File: src/rtl/mips_ctrl_pkg.sv
// Shared definitions for the multi-cycle MIPS control unit: opcodes, ALU op
// codes, FSM states and datapath mux selects.
package mips_ctrl_pkg;

    localparam logic [5:0] OP_RTYPE = 6'h00;
    localparam logic [5:0] OP_J     = 6'h02;
    localparam logic [5:0] OP_JAL   = 6'h03;
    localparam logic [5:0] OP_BEQ   = 6'h04;
    localparam logic [5:0] OP_BNE   = 6'h05;
    localparam logic [5:0] OP_ADDI  = 6'h08;
    localparam logic [5:0] OP_ANDI  = 6'h0c;
    localparam logic [5:0] OP_ORI   = 6'h0d;
    localparam logic [5:0] OP_LUI   = 6'h0f;
    localparam logic [5:0] OP_LW    = 6'h23;
    localparam logic [5:0] OP_SW    = 6'h2b;

    localparam logic [2:0] ALU_ADD   = 3'b100;
    localparam logic [2:0] ALU_SUB   = 3'b011;
    localparam logic [2:0] ALU_AND   = 3'b010;
    localparam logic [2:0] ALU_OR    = 3'b001;
    localparam logic [2:0] ALU_LUI   = 3'b000;
    localparam logic [2:0] ALU_FUNCT = 3'b111;

    localparam logic [1:0] PC_SRC_ALU    = 2'd0;
    localparam logic [1:0] PC_SRC_ALUOUT = 2'd1;
    localparam logic [1:0] PC_SRC_JUMP   = 2'd2;

    localparam logic [1:0] SRC_B_RT      = 2'd0;
    localparam logic [1:0] SRC_B_FOUR    = 2'd1;
    localparam logic [1:0] SRC_B_IMM     = 2'd2;
    localparam logic [1:0] SRC_B_IMM_SH2 = 2'd3;

    localparam logic [1:0] REG_DST_RT = 2'd0;
    localparam logic [1:0] REG_DST_RD = 2'd1;
    localparam logic [1:0] REG_DST_RA = 2'd2;

    localparam logic [1:0] MEM_TO_REG_ALUOUT = 2'd0;
    localparam logic [1:0] MEM_TO_REG_MDR    = 2'd1;
    localparam logic [1:0] MEM_TO_REG_PC     = 2'd2;

    typedef enum logic [3:0] {
        S_FETCH,
        S_DECODE,
        S_EXEC_R,
        S_WB_R,
        S_EXEC_I,
        S_WB_I,
        S_MEM_ADDR,
        S_MEM_RD,
        S_MEM_WR,
        S_WB_MEM,
        S_BRANCH,
        S_JUMP,
        S_ILLEGAL,
        S_RETRY
    } state_t;

    // States that hold a memory request open and may therefore time out.
    function automatic logic isMemWait(input state_t s);
        return (s == S_FETCH) || (s == S_MEM_RD) || (s == S_MEM_WR);
    endfunction

endpackage

File: src/rtl/mem_wait_timer.sv
// Counts cycles a memory request waits for ready and flags a timeout on the
// last permitted wait cycle; MEM_TIMEOUT = 0 disables the timeout.
module mem_wait_timer #(
    parameter int MEM_TIMEOUT = 16,
    parameter int TMO_CNT_W   = 5
) (
    input  logic i_clk,
    input  logic i_rst,
    input  logic i_active,
    input  logic i_ready,
    input  logic i_clear,
    output logic o_timeout
);

    localparam logic [TMO_CNT_W-1:0] LAST_COUNT =
        TMO_CNT_W'((MEM_TIMEOUT == 0) ? 0 : MEM_TIMEOUT - 1);

    logic [TMO_CNT_W-1:0] r_count;

    always_ff @(posedge i_clk or posedge i_rst) begin
        if (i_rst) begin
            r_count <= '0;
        end else if (!i_active || i_ready || i_clear) begin
            r_count <= '0;
        end else begin
            r_count <= r_count + 1'b1;
        end
    end

    assign o_timeout = (MEM_TIMEOUT != 0) && i_active && !i_ready &&
                       (r_count == LAST_COUNT);

endmodule

File: src/rtl/multicycle_control.sv
// Multi-cycle MIPS control FSM with a ready/request memory handshake and retry
// on timeout. Define CONTROL_ILLEGAL_TRAP_EN to trap illegal opcodes (sticky).
module multicycle_control
    import mips_ctrl_pkg::*;
#(
    parameter int ALU_OP_W    = 3,
    parameter int MEM_TIMEOUT = 16,
    parameter int TMO_CNT_W   = 5
) (
    input  logic                clk_i,
    input  logic                rst_i,
    input  logic [5:0]          opcode_i,
    input  logic                mem_ready_i,
    output logic                mem_req_o,
    output logic                mem_write_o,
    output logic                i_or_d_o,
    output logic                ir_write_o,
    output logic                pc_write_o,
    output logic                pc_write_cond_eq_o,
    output logic                pc_write_cond_ne_o,
    output logic [1:0]          pc_src_o,
    output logic                alu_src_a_o,
    output logic [1:0]          alu_src_b_o,
    output logic [ALU_OP_W-1:0] alu_op_o,
    output logic [1:0]          reg_dst_o,
    output logic [1:0]          mem_to_reg_o,
    output logic                reg_write_o,
    output logic                instr_done_o,
    output logic                mem_timeout_o,
    output logic                illegal_o
);

    state_t     r_state;
    state_t     r_savedState;
    state_t     w_nextState;
    logic       w_timeout;
    logic [2:0] w_aluOp;

    mem_wait_timer #(
        .MEM_TIMEOUT (MEM_TIMEOUT),
        .TMO_CNT_W   (TMO_CNT_W)
    ) u_waitTimer (
        .i_clk     (clk_i),
        .i_rst     (rst_i),
        .i_active  (isMemWait(r_state)),
        .i_ready   (mem_ready_i),
        .i_clear   (w_nextState != r_state),
        .o_timeout (w_timeout)
    );

    always_comb begin
        w_nextState = r_state;
        case (r_state)
            S_FETCH:    if (mem_ready_i) w_nextState = S_DECODE;
            S_DECODE: begin
                case (opcode_i)
                    OP_RTYPE:                         w_nextState = S_EXEC_R;
                    OP_ADDI, OP_ANDI, OP_ORI, OP_LUI: w_nextState = S_EXEC_I;
                    OP_LW, OP_SW:                     w_nextState = S_MEM_ADDR;
                    OP_BEQ, OP_BNE:                   w_nextState = S_BRANCH;
                    OP_J, OP_JAL:                     w_nextState = S_JUMP;
                    default:                          w_nextState = S_ILLEGAL;
                endcase
            end
            S_EXEC_R:   w_nextState = S_WB_R;
            S_EXEC_I:   w_nextState = S_WB_I;
            S_MEM_ADDR: w_nextState = (opcode_i == OP_SW) ? S_MEM_WR : S_MEM_RD;
            S_MEM_RD:   if (mem_ready_i) w_nextState = S_WB_MEM;
            S_MEM_WR:   if (mem_ready_i) w_nextState = S_FETCH;
            S_WB_R, S_WB_I, S_WB_MEM, S_BRANCH, S_JUMP: w_nextState = S_FETCH;
`ifdef CONTROL_ILLEGAL_TRAP_EN
            S_ILLEGAL:  w_nextState = S_ILLEGAL;
`else
            S_ILLEGAL:  w_nextState = S_FETCH;
`endif
            S_RETRY:    w_nextState = r_savedState;
            default:    w_nextState = S_FETCH;
        endcase
        if (w_timeout) w_nextState = S_RETRY;
    end

    // The saved state lets RETRY re-issue exactly the request that timed out.
    always_ff @(posedge clk_i or posedge rst_i) begin
        if (rst_i) begin
            r_state      <= S_FETCH;
            r_savedState <= S_FETCH;
        end else begin
            r_state <= w_nextState;
            if (w_timeout) r_savedState <= r_state;
        end
    end

`ifdef CONTROL_ILLEGAL_TRAP_EN
    logic r_illegal;

    always_ff @(posedge clk_i or posedge rst_i) begin
        if (rst_i) begin
            r_illegal <= 1'b0;
        end else if (w_nextState == S_ILLEGAL) begin
            r_illegal <= 1'b1;
        end
    end

    assign illegal_o = r_illegal;
`else
    assign illegal_o = 1'b0;
`endif

    always_comb begin
        mem_req_o          = 1'b0;
        mem_write_o        = 1'b0;
        i_or_d_o           = 1'b0;
        ir_write_o         = 1'b0;
        pc_write_o         = 1'b0;
        pc_write_cond_eq_o = 1'b0;
        pc_write_cond_ne_o = 1'b0;
        pc_src_o           = PC_SRC_ALU;
        alu_src_a_o        = 1'b0;
        alu_src_b_o        = SRC_B_RT;
        w_aluOp            = ALU_LUI;
        reg_dst_o          = REG_DST_RT;
        mem_to_reg_o       = MEM_TO_REG_ALUOUT;
        reg_write_o        = 1'b0;
        instr_done_o       = 1'b0;
        mem_timeout_o      = 1'b0;
        case (r_state)
            S_FETCH: begin
                mem_req_o   = 1'b1;
                alu_src_b_o = SRC_B_FOUR;
                w_aluOp     = ALU_ADD;
                pc_src_o    = PC_SRC_ALU;
                ir_write_o  = mem_ready_i;
                pc_write_o  = mem_ready_i;
            end
            S_DECODE: begin
                alu_src_b_o = SRC_B_IMM_SH2;
                w_aluOp     = ALU_ADD;
            end
            S_EXEC_R: begin
                alu_src_a_o = 1'b1;
                alu_src_b_o = SRC_B_RT;
                w_aluOp     = ALU_FUNCT;
            end
            S_WB_R: begin
                reg_write_o  = 1'b1;
                reg_dst_o    = REG_DST_RD;
                mem_to_reg_o = MEM_TO_REG_ALUOUT;
                instr_done_o = 1'b1;
            end
            S_EXEC_I: begin
                alu_src_a_o = 1'b1;
                alu_src_b_o = SRC_B_IMM;
                case (opcode_i)
                    OP_ANDI: w_aluOp = ALU_AND;
                    OP_ORI:  w_aluOp = ALU_OR;
                    OP_LUI:  w_aluOp = ALU_LUI;
                    default: w_aluOp = ALU_ADD;
                endcase
            end
            S_WB_I: begin
                reg_write_o  = 1'b1;
                reg_dst_o    = REG_DST_RT;
                instr_done_o = 1'b1;
            end
            S_MEM_ADDR: begin
                alu_src_a_o = 1'b1;
                alu_src_b_o = SRC_B_IMM;
                w_aluOp     = ALU_ADD;
            end
            S_MEM_RD: begin
                mem_req_o = 1'b1;
                i_or_d_o  = 1'b1;
            end
            S_MEM_WR: begin
                mem_req_o    = 1'b1;
                mem_write_o  = 1'b1;
                i_or_d_o     = 1'b1;
                instr_done_o = mem_ready_i;
            end
            S_WB_MEM: begin
                reg_write_o  = 1'b1;
                mem_to_reg_o = MEM_TO_REG_MDR;
                instr_done_o = 1'b1;
            end
            S_BRANCH: begin
                alu_src_a_o        = 1'b1;
                w_aluOp            = ALU_SUB;
                pc_src_o           = PC_SRC_ALUOUT;
                pc_write_cond_eq_o = (opcode_i == OP_BEQ);
                pc_write_cond_ne_o = (opcode_i == OP_BNE);
                instr_done_o       = 1'b1;
            end
            S_JUMP: begin
                pc_write_o   = 1'b1;
                pc_src_o     = PC_SRC_JUMP;
                instr_done_o = 1'b1;
                if (opcode_i == OP_JAL) begin
                    reg_write_o  = 1'b1;
                    reg_dst_o    = REG_DST_RA;
                    mem_to_reg_o = MEM_TO_REG_PC;
                end
            end
`ifndef CONTROL_ILLEGAL_TRAP_EN
            S_ILLEGAL:  instr_done_o = 1'b1;
`endif
            S_RETRY:    mem_timeout_o = 1'b1;
            default: ;
        endcase
    end

    assign alu_op_o = ALU_OP_W'(w_aluOp);

endmodule
File: config.mk
export PLATFORM = sky130hd
export DESIGN_NAME = multicycle_control
export DESIGN_NICKNAME = d
export VERILOG_FILES = /design/src/rtl/mips_ctrl_pkg.sv /design/src/rtl/mem_wait_timer.sv /design/src/rtl/multicycle_control.sv
export SDC_FILE = /design/constraint.sdc
export NUM_CORES = 1
export LEC_CHECK = 0
export ABC_AREA = 1
export CELL_PAD_IN_SITES_DETAIL_PLACEMENT = 1
export CELL_PAD_IN_SITES_GLOBAL_PLACEMENT = 2
export CORE_MARGIN = 10
export CORE_UTILIZATION = 23
export DETAILED_ROUTE_END_ITERATION = 8
export GPL_ROUTABILITY_DRIVEN = 0
export PLACE_DENSITY = 0.82
export SETUP_SLACK_MARGIN = 0.05
export SLEW_MARGIN = 20
export SYNTH_ARGS = -nofsm -noshare
export SYNTH_HDL_FRONTEND = slang
export SYNTH_SLANG_ARGS = --single-unit
export TNS_END_PERCENT = 20
File: constraint.sdc
create_clock -name clk_i -period 1.9 [get_ports clk_i]
set_input_delay 0.57 -clock clk_i [delete_from_list [all_inputs] [get_ports clk_i]]
set_output_delay 0.57 -clock clk_i [all_outputs]
set_load 0.01 [all_outputs]
# Yosys cells after proc, flatten, opt, wreduce, memory -nomap -nowiden
# Index checks and enable logic that the tools add are counted.
# op_classes
add_sub_neg	1
reduce_logical	21
n_mux	27
n_eq_ne	25
# ops
op	n
4-bit case mux with 8 select lines	1
4-bit == test, second input constant	6
6-bit by 4-bit == test with 1-bit output, second input constant	4
4-bit 2-to-1 mux	5
4-bit case mux with 5 select lines	1
4-bit by 3-bit == test with 1-bit output, second input constant	4
6-bit by 2-bit == test with 1-bit output, second input constant	2
6-bit by 3-bit == test with 1-bit output, second input constant	2
6-bit == test, second input constant	2
2-bit case mux with 2 select lines	3
3-bit case mux with 4 select lines	1
2-bit OR reduction	5
1-bit 2-to-1 mux	9
3-bit case mux with 3 select lines	1
3-bit OR reduction	3
4-bit by 2-bit == test with 1-bit output, second input constant	2
4-bit OR reduction	2
6-bit zero test	1
1-bit case mux with 2 select lines	3
2-bit case mux with 3 select lines	1
6-bit OR reduction	1
5-bit by 1-bit adder with 5-bit output, second input constant	1
5-bit by 4-bit == test with 1-bit output, second input constant	1
5-bit 2-to-1 mux	1
7 further kinds	12
# word_totals
ff_bits	13
output_inout_bits	23
word_cells	77
inputBits	9

# Depth between registers and ports, before layout
# logic_depth
word_depth	9
depth_mapped	11

# Modules after synthesis
# A second synthesis with hierarchy kept.
# unflattened
hier_cells	185
area_unflattened_um2	1127.3
# by_module_without_submodules
mod	cells_per_inst	seq_area_each_um2	instances	area_per_inst_um2
multicycle_control	155	200.2	1	884.6
mem_wait_timer	30	125.1	1	242.7

# Worst setup path before layout
# Ideal clock, no wire load.
# synth_path
kind	input-to-output
from	input port opcode_i[5]
to	output port reg_write_o
path_buffers	0
t_required_ps	1330
path_slack_ps	-206
t_arrival_ps	1536
cell_stages	4
cell_sequence	nor2_1 -> nand3_1 -> nor3_1 -> or2_2
# synth_between
elab_chain_len	3
# synth_rtl
item	line_no	rtl
from (decl)	multicycle_control.sv:12	input logic [5:0] opcode_i,
6-bit by 2-bit == test with 1-bit output	multicycle_control.sv:197	if (opcode_i == OP_JAL) begin
1-bit 2-to-1 mux	multicycle_control.sv:197	
1-bit case mux with 2 select lines	multicycle_control.sv:126	case (r_state)
to (decl)	multicycle_control.sv:27	output logic reg_write_o,
# No other way between the ends.

# Worst setup path after layout
# layout_path
from	register r_state[3]
to	output port instr_done_o
# layout_between
elab_chain_len	3
elab_cells_between_ends	9
cone_classes	eq/ne (7); mux (1); reduce/logical (1)
# layout_rtl
item	line_no	rtl
from (decl)	multicycle_control.sv:33	state_t r_state;
from (signal assigned)	multicycle_control.sv:88	r_state <= w_nextState;
4-bit == test (tied with other cells)	multicycle_control.sv:126	
6-bit OR reduction (no source line)	-	
1-bit case mux with 2 select lines *	multicycle_control.sv:126	
to (decl)	multicycle_control.sv:28	output logic instr_done_o,
# Mark *: on every way between the ends. The rest lies on a longest branch, timed or not.

==> run summary <==
The placeable core region came out at 4414 µm². In this run the register-to-register setup slack is -0.01 ns. After detailed routing, the number of vias per cell comes to 4.609. Counting cells, the worst reg-to-reg path comes to 12. The clock transition at the register clock pins on the worst setup and hold paths after CTS is 0.06 ns. The root buffer cell is sky130_fd_sc_hd__clkbuf_8.

The count of final max-slew check failures came to 0. The area share of the largest cell type after synthesis is 30.77%. Setup repair after global routing could not meet its margin everywhere. The checks that failed: negative setup slack. The antenna diode count came out at 0.

The kind of launch point of the worst setup path is a register. A synthesized cell averages 6.256 µm². In this run the worst hold path is classified as register to register.

The fill cell total of the finished layout is 562. The floorplan row count came out at 24. Counting every instance in the synthesized netlist gives 169. The vertical extent of the die came out at 87.80 µm.

Setup violations remaining at the end of the flow were counted as 17. The post-synthesis share of cell area spent on xor and xnor gates is 1.657%. The synthesized design spends more area on one cell type than any other, namely sky130_fd_sc_hd__dfrtp_1.

The highest clock frequency the design can meet came out at 484.5 MHz. The hold-critical path depth is 2. The critical path is of the register to output port type. For this design, the CTS-stage hold fixing added 0 buffers. The post-route minimum period is 2.064 ns.

The final cell count without fillers is 325. After synthesis the netlist holds a flip-flop and latch count of 13. The full die area is 7709 µm². The worst IR drop on VDD came out at 0.0003557 V. Sorting the synthesized cells by area gives the leading types as sky130_fd_sc_hd__dfrtp_1 (31%), sky130_fd_sc_hd__nand2_1 (15%), sky130_fd_sc_hd__nor2_1 (12%), sky130_fd_sc_hd__inv_1 (9.6%), sky130_fd_sc_hd__nand3_1 (7.1%). The total half-perimeter wirelength after legalization and detailed placement came out at 3.593 mm. Counting along the longest clock path gives a buffer depth of 2. 32 I/O pins were placed. The TritonCTS clock tree is done. The number of distinct library cell variants in the gate-level netlist after synthesis is 29. Yosys instantiated no cell more often than sky130_fd_sc_hd__nand2_1. The detailed router's first-iteration violation count is 37.

The overall overflow remaining after global route is 0. The final hold violation count was 0. The post-synthesis instance area came out at 1057 µm². The cell area power density came out at 1151 nW/µm². The number of warning messages in the yosys log came out at 0. The number of buffers added by the clock tree synthesis step is 3. The standby leakage power is 1.170 nW. The global-route wire length before repair came out at 8.280 mm.

The multiplexer share of the synthesized area is 0%. The arithmetic-cell share of the synthesized area counting full adders, half adders and majority gates is 2.367%. The port buffer count came out at 30. At the worst endpoint, the required time is 1.33 ns.

The post-route fraction of the period consumed by the critical path is 108.6%. The mean routed wirelength per cell came out at 16.23 µm. The depth of the CTS H-tree came out at 1. The count of unresolved DRC violations after routing came out at 0. The net count after synthesis came out at 180. By count the netlist is led by sky130_fd_sc_hd__nand2_1 (42), sky130_fd_sc_hd__nor2_1 (35), sky130_fd_sc_hd__inv_1 (27), sky130_fd_sc_hd__nand3_1 (15), sky130_fd_sc_hd__dfrtp_1 (13).

The number of global-route vias before repair came out at 1644. The number of placed instances, taps included is 298. From synthesis to final layout, the design area changed by 107.0%. The share of the core filled with cells came out at 49.57%.

The total detailed-routing wirelength came out at 5.276 mm. For this run, the detailed router's first-pass iteration total came to 4. Of the total synthesized cell area, the portion taken by AND, OR, NAND and NOR gates is 45.92%. In the final timing run, aggregate negative setup slack is -1.088 ns. The net count of the finished layout is 285. The die extent in x came out at 87.80 µm.

Of the synthesized area, sequential elements account for 30.77%. The routed via count came out at 1498. Once detail routing completed, the nets flagged for antenna violations numbered 0. The share of layout cells above drive strength 1 came out at 57.14%.

The share of synthesized flip-flops with an asynchronous set or reset is 100.0%. The compound-cell area share of the yosys netlist is 7.574%. The run finished, with violations left. The max-cap check violation count is 0. The count of flip-flops with a built-in enable after synthesis is 0. The starting density of the core came out at 23.95%. The arrival time of the worst setup path is 1.49 ns. The maximum fanout count along the critical path is 4. The final worst slack came out at -0.1641 ns. The worst setup path is captured at an output port. The worst-skew pair later-pin latency came out at 0.25 ns. The main combinational cell family by area after synthesis is simple AND/OR/NAND/NOR gates. Clock skew on the completed layout was measured at 0.005296 ns.

The top flip-flop cell by instance count after synthesis is sky130_fd_sc_hd__dfrtp_1. The initial antenna violation count came out at 0. The pin count of the biggest net entering global routing came out at 14.

Across every metal layer, demand over resource in global routing totals 13.33%. The number of sinks on the clock net came out at 13.
worst max-delay path, stage by stage, from the launching register on:
cell,delay [ns]
sky130_fd_sc_hd__dfrtp_2,0.45
sky130_fd_sc_hd__buf_6,0.13
sky130_fd_sc_hd__nand2_4,0.06
sky130_fd_sc_hd__a31o_4,0.25
sky130_fd_sc_hd__a211o_1,0.24
sky130_fd_sc_hd__buf_6,0.13
state kept, by name, summed over array words and instances, names as in the netlist:
| name | cells |
|---|---|
| u_waitTimer.r_count | 5 |
| r_savedState | 4 |
| r_state | 4 |
report_power, final:
part / switching (W) / leakage, nW / internal (W) / total, W
combinational: 0.000941 / 0.980 / 0.000930 / 0.00187
sequential: 0.0000742 / 0.168 / 0.000325 / 0.000399
clock: 0.0000996 / 0.0228 / 0.000148 / 0.000248
cell families (layout without fill, tap and decap cells):
family,count (synthesis),after routing
buffers and inverters,30,134
AO/OA/AOI/OAI,13,13
other,1,1
AND/OR/NAND/NOR,108,108
XOR/XNOR,2,2
flip-flops,13,13
adder cells (fa/ha/maj),2,2
layout by cell type, fill, tap and decap left out, types with 3 or more instances in the layout:
cell type	synthesis	final
sky130_fd_sc_hd__nor2_1	35	19
sky130_fd_sc_hd__dfrtp_1	13	10
sky130_fd_sc_hd__inv_1	27	19
sky130_fd_sc_hd__nor2_4	1	12
sky130_fd_sc_hd__nand3_2	1	3
sky130_fd_sc_hd__buf_2	0	13
sky130_fd_sc_hd__nand2_2	1	6
sky130_fd_sc_hd__nor2_2	1	6
sky130_fd_sc_hd__a21oi_1	4	4
sky130_fd_sc_hd__nand2_1	42	32
sky130_fd_sc_hd__dfrtp_2	0	3
sky130_fd_sc_hd__clkbuf_8	0	3
sky130_fd_sc_hd__inv_2	1	7
sky130_fd_sc_hd__buf_4	2	68
sky130_fd_sc_hd__o21ai_0	4	3
sky130_fd_sc_hd__nand3_1	15	12
sky130_fd_sc_hd__nand2_4	0	5
sky130_fd_sc_hd__buf_6	0	15
layout make-up:
class                      count  area [µm²]  area share (%)
clock buffer                   4       45.04           2.058
tap                           52       65.06           2.973
multi-input combinational    126       823.3           37.62
inverter                      28       110.1           5.031
sequential                    13       329.1           15.04
timing repair buffer         102       815.8           37.28
worst paths after layout:
path	startpoint	endpoint
max in group asynchronous	rst_i	r_state[1]
min	r_savedState[2]	r_savedState[2]
min reg2reg	r_savedState[2]	r_savedState[2]
max	r_state[3]	instr_done_o
min in group asynchronous	rst_i	r_savedState[3]
max reg2reg	r_state[3]	u_waitTimer.r_count[0]
metal layers:
metal	routed length [µm]	track usage (%)	up-vias
met3	209	2.136	4
li1	-	-	745
met2	2969	26.39	24
met5	0	0	-
met1	2049	14.71	725
met4	47	1.449	0
stage by stage:
stage / setup slack, ns / power, W / hold slack, ns / instance area [µm²]
after global placement: -0.9044 / 0.001759 / 0.4538 / 1802
after global routing: -0.2079 / 0.002693 / 0.5049 / 2188
final: -0.1641 / 0.002519 / 0.4846 / 2188
after floorplan: 0.05292 / 0.0009610 / 0.4312 / 1084
after CTS: -0.1847 / 0.002225 / 0.4847 / 2043
after detailed placement: -0.9417 / 0.001783 / 0.4614 / 1802
what timing repair did:
action                     4_1_cts  5_1_grt
resized for setup              150       36
buffers inserted                20        6
pin swaps                       20        8
setup endpoints to repair       29       25
(Power assumes the default switching activity.)
